File: src/rtl/pulse_stretcher.sv
// pulse_stretcher
//
// Turns single-cycle events into fixed-length pulses that are long enough to
// drive LEDs, buzzers or off-chip strobes. Each accepted event yields one
// active pulse of ON_CYCLES followed by at least OFF_CYCLES inactive cycles.
// Events that arrive while a pulse (or its gap) is in progress are queued up
// to MAX_PENDING; beyond that they are dropped and flagged.
//
// Ports:
//   clk       sole clock, rising edge
//   rst       asynchronous, active-high reset
//   trigger   event strobe; every cycle sampled high is one event
//   out       stretched pulse, ACTIVE_LEVEL while a pulse is active (registered)
//   busy      high while a pulse or its trailing gap is in progress (registered)
//   pending   number of queued events (registered)
//   overflow  one-cycle strobe when an event is dropped (registered)

module pulse_stretcher #(
    parameter int unsigned ON_CYCLES    = 1000,
    parameter int unsigned OFF_CYCLES   = 1000,
    parameter int unsigned MAX_PENDING  = 3,
    parameter bit          ACTIVE_LEVEL = 1'b1,
    localparam int unsigned PendW       = (MAX_PENDING > 0) ? $clog2(MAX_PENDING + 1) : 1
) (
    input  logic             clk,
    input  logic             rst,
    input  logic             trigger,
    output logic             out,
    output logic             busy,
    output logic [PendW-1:0] pending,
    output logic             overflow
);

    localparam int unsigned MaxCyc = (ON_CYCLES > OFF_CYCLES) ? ON_CYCLES : OFF_CYCLES;
    localparam int unsigned TimerW = $clog2(MaxCyc + 1);

    localparam logic [TimerW-1:0] OnLoad  = TimerW'(ON_CYCLES - 1);
    localparam logic [TimerW-1:0] OffLoad = TimerW'((OFF_CYCLES > 0) ? OFF_CYCLES - 1 : 0);
    localparam logic [PendW-1:0]  PendMax = PendW'(MAX_PENDING);

    typedef enum logic [1:0] {StIdle, StOn, StGap} state_e;

    state_e            state_q;
    logic [TimerW-1:0] timer_q;

    logic at_end;     // last cycle of the current ON or GAP phase
    logic decide;     // start decision is taken this cycle
    logic take;       // a queued event is consumed by the start decision
    logic restart;    // a new pulse starts right after this cycle
    logic queue_evt;  // trigger must be queued (or dropped) rather than started

    always_comb begin
        at_end    = (timer_q == '0);
        decide    = at_end && ((state_q == StGap) || ((state_q == StOn) && (OFF_CYCLES == 0)));
        take      = decide && (pending != '0);
        restart   = decide && ((pending != '0) || trigger);
        // With an empty queue a trigger at the decision point starts the next
        // pulse directly; otherwise a busy-time trigger joins the queue.
        queue_evt = trigger && (state_q != StIdle) && !(decide && (pending == '0));
    end

    always_ff @(posedge clk or posedge rst) begin
        if (rst) begin
            state_q  <= StIdle;
            timer_q  <= '0;
            out      <= ~ACTIVE_LEVEL;
            busy     <= 1'b0;
            pending  <= '0;
            overflow <= 1'b0;
        end else begin
            overflow <= 1'b0;

            // Queue bookkeeping. A queued event consumed in the same cycle a new
            // one arrives leaves the count unchanged, even when full.
            if (queue_evt && take) begin
                pending <= pending;
            end else if (take) begin
                pending <= pending - PendW'(1);
            end else if (queue_evt) begin
                if (pending < PendMax) begin
                    pending <= pending + PendW'(1);
                end else begin
                    overflow <= 1'b1;
                end
            end

            case (state_q)
                StIdle: begin
                    if (trigger) begin
                        state_q <= StOn;
                        timer_q <= OnLoad;
                        out     <= ACTIVE_LEVEL;
                        busy    <= 1'b1;
                    end
                end
                StOn: begin
                    if (!at_end) begin
                        timer_q <= timer_q - TimerW'(1);
                    end else if (OFF_CYCLES != 0) begin
                        state_q <= StGap;
                        timer_q <= OffLoad;
                        out     <= ~ACTIVE_LEVEL;
                    end else if (restart) begin
                        // Zero gap: output stays active across back-to-back pulses.
                        timer_q <= OnLoad;
                    end else begin
                        state_q <= StIdle;
                        out     <= ~ACTIVE_LEVEL;
                        busy    <= 1'b0;
                    end
                end
                StGap: begin
                    if (!at_end) begin
                        timer_q <= timer_q - TimerW'(1);
                    end else if (restart) begin
                        state_q <= StOn;
                        timer_q <= OnLoad;
                        out     <= ACTIVE_LEVEL;
                    end else begin
                        state_q <= StIdle;
                        busy    <= 1'b0;
                    end
                end
                default: begin
                    state_q <= StIdle;
                    timer_q <= '0;
                    out     <= ~ACTIVE_LEVEL;
                    busy    <= 1'b0;
                end
            endcase
        end
    end

endmodule

File: config.mk
export PLATFORM = sky130hd
export DESIGN_NAME = pulse_stretcher
export DESIGN_NICKNAME = d
export VERILOG_FILES = /design/src/rtl/pulse_stretcher.sv
export SDC_FILE = /design/constraint.sdc
export NUM_CORES = 1
export LEC_CHECK = 0
export ABC_AREA = 1
export CORE_ASPECT_RATIO = 1.2
export CORE_MARGIN = 2
export CORE_UTILIZATION = 50
export CTS_CLUSTER_DIAMETER = 80
export CTS_CLUSTER_SIZE = 10
export DETAILED_ROUTE_END_ITERATION = 8
export PLACE_DENSITY = 0.77
export SLEW_MARGIN = 20
export SYNTH_ARGS = -nofsm -noshare
export SYNTH_HDL_FRONTEND = slang
export SYNTH_SLANG_ARGS = --single-unit
File: constraint.sdc
create_clock -name clk -period 1.6 [get_ports clk]
set_input_delay 0.24 -clock clk [delete_from_list [all_inputs] [get_ports clk]]
set_output_delay 0.24 -clock clk [all_outputs]
set_load 0.02 [all_outputs]
==> impl_metrics.py <==
metrics = {
    "run_status": {
        "status": "finished clean",
    },
    "finish": {
        "nets": 187,
        "syn_to_final_growth_pct": 20.8,
        "stdcell_area_mm2": 0.00137,
        "layout.cells.non_filler": 208,
        "mostFrequentLayoutCell": "nand2_1",
        "antenna_cells": 0,
        "final_cell_mix": "46 x nand2_1, 20 x inv_1, 16 x dfrtp_1",
        "drive_gt1_frac": 0.197,
    },
    "clock_tree": {
        "clkTransAtPathRegs_ns": 0.11,
        "cts_tree": "done",
        "htree_levels": 1,
        "numClockSinks": 17,
        "holdBufCountCts": 0,
        "clk_latency_ns": 0.31,
        "cts_max_path_buffers": 2,
        "cts_made_buffers": 3,
        "clock-root-buffer": "clkbuf_4",
    },
    "sta": {
        "tightest_slew_ns": 0.327,
        "holdWs_ns": 0.104,
        "finClkSkew_ns": 0.0109,
        "fin_crit_sh": 0.956,
        "hold_viol": 0,
        "drv_slew": 0,
        "slew_headroom": 0.781,
        "setup_viol": 0,
        "fmax_ghz": 0.653,
        "fin_ws_ns": 0.0696,
        "finalCriticalPeriod_ns": 1.53,
    },
    "grt": {
        "grt_pass1_wl_um": 4390,
        "grt_overflow": 0,
        "grt.busiest_layer": "met2",
        "use_met2": 0.353,
        "antenna_found_initial": 0,
        "grt_usage": 0.220,
        "grtUsageMet3": 0.0227,
        "met1_usage": 0.284,
        "grt_max_degree": 15,
        "grt_pass1_vias": 1069,
    },
    "floorplan": {
        "core_area_mm2": 0.00209,
        "num_rows": 18,
        "die_area_mm2": 0.00266,
        "dieHeight_um": 56.1,
        "start_util": 0.540,
        "die_x_um": 47.4,
        "io_pins": 8,
    },
    "worst_setup_path": {
        "cp-end-kind": "primary output",
        "cp_slowest_cell": "clkdlybuf4s50_1",
        "cp-start-kind": "flop",
        "max_stage_delay_ns": 0.61,
        "r2r_setup_slack_ns": 0.11,
        "setup.worst_path.class": "reg2out",
        "crit_arrival_ns": 1.29,
        "cp_top_family": "buffers and inverters",
        "crit_chain": "clkdlybuf4s50_1",
        "cp_max_fo": 2,
        "crit_required_ns": 1.36,
        "critPathBufInv": 1,
    },
    "synth": {
        "synth_area_leaders": "dfrtp_1 38%, nand2_1 16%, inv_1 7.3%, nand3_1 7.1%, ha_1 5.5%",
        "synth_fp_nets": 168,
        "ys_types": 23,
        "synth.avg_cell_area_um2": 7.07,
        "ys_ff_latch": 17,
        "synth_top_area_cell": "dfrtp_1",
        "synth.yosys.seq_area_share": 0.376,
        "yosys_warnings": 0,
        "synthesis.area_mm2": 0.00113,
        "synth_top_area_share": 0.376,
        "netlist_instances": 160,
    },
    "placed_design": {
        "dp_worst_setup_slack_ns": -0.0463,
        "gp_congestion": 0.965,
        "place_area_mm2": 0.00128,
        "dpl.cell_count": 202,
        "port_buffers": 7,
        "post-dp-hpwl_um": 1870,
    },
    "power": {
        "cellInternalPower_mw": 1.23,
        "leakagePower_nw": 0.716,
        "pwr-share-seq": 0.321,
        "p_per_area_mw_per_mm2": 1730,
        "sw_frac_of_total": 0.481,
        "vdd_ir_drop_max_mv": 1.29,
        "netSwitchingPower_mw": 1.14,
        "power_frac_comb": 0.575,
        "pwr-share-clk": 0.104,
        "total_power_mw": 2.37,
    },
    "worst_hold_path": {
        "hp-class": "in2async",
    },
    "drt": {
        "drcViolationCount": 0,
        "via_per_inst": 5.14,
        "first_iter_violations": 29,
        "drt_wl_total_um": 2650,
        "wl_per_cell_um": 12.7,
        "num_vias": 1070,
        "ant_nets": 0,
        "drtPass1Iterations": 4,
    },
    "flow_run": {
        "drv_cap": 0,
    },
}
[stage by stage]
| step | util | TNS, ns |
|---|---|---|
| global route | 0.652 | -0.00595 |
| detailed placement | 0.611 | -0.218 |
| CTS | 0.624 | 0 |
| global placement | 0.611 | 0 |
| finish | 0.652 | 0 |
| floorplan | - | 0 |
[layer usage]
layer	wire, um	vias to the layer above
li1	-	544
met5	0	-
met1	1110	491
met4	40	0
met3	83	6
met2	1410	29
[layout make-up]
| class | count | area [um2] |
|---|---|---|
| clock buffers | 3 | 22.5 |
| clock inverters | 1 | 5.00 |
| fillers | 180 | 728 |
| inverters | 26 | 97.6 |
| multi-input cells | 116 | 642 |
| flip-flops and latches | 17 | 427 |
| well taps | 30 | 37.5 |
| repair buffers | 15 | 135 |
[synth_stat cells]
cell / n
nand2_1: 47
inv_1: 22
dfrtp_1: 17
nand3_1: 16
o21ai_0: 11
nor2_1: 10
o21ai_1: 6
ha_1: 5
a21oi_1: 4
inv_2: 4
nand2_2: 4
nand4_1: 2
nor2_2: 2
a22oi_1: 1
clkbuf_1: 1
nand2_4: 1
nand3_2: 1
nand4_2: 1
nor2_4: 1
nor2_8: 1
nor3_1: 1
o21ai_2: 1
or2_1: 1
[logic make-up (layout without fill, tap and decap cells)]
logic type	count (synthesis)	after routing	share of synthesized area
simple gates	88	88	0.372
fa+ha+maj	5	5	0.0553
buf+inv	27	45	0.0896
flops	17	17	0.376
compound gates	23	23	0.107
[worst paths after layout]
kind,start,to,depth (start not counted)
min reg2reg,busy$_DFFE_PP0P_,busy$_DFFE_PP0P_,2
min in group clk,busy$_DFFE_PP0P_,busy$_DFFE_PP0P_,2
min,rst,pending[0]$_DFFE_PP0P_,2
max,out$_DFFE_PP0P_,out,1
max reg2reg,timer_q[0]$_DFFE_PP0P_,timer_q[7]$_DFFE_PP0P_,9
max in group asynchronous,rst,timer_q[3]$_DFFE_PP0P_,3
[registers in the layout, indices dropped and copies added (netlist names)]
register and cells:
timer_q 10, pending 2, state_q 2, busy 1, out 1, overflow 1
[power groups by stage]
stage | clock network, mW | registers, mW | logic (mW)
final | 0.247 | 0.758 | 1.36
after global routing | 0.274 | 0.778 | 1.54
after CTS | 0.249 | 0.741 | 1.23
after detailed placement | 0 | 0.751 | 1.22
after global placement | 0 | 0.747 | 1.19
after floorplan | 0 | 0.763 | 0.874
[what timing repair did]
| item | CTS | global route |
|---|---|---|
| resized for setup | 0 | 13 |
| endpoints found under the setup margin | 0 | 19 |
| buffers inserted | 0 | 2 |
(Power assumes the default switching activity.)
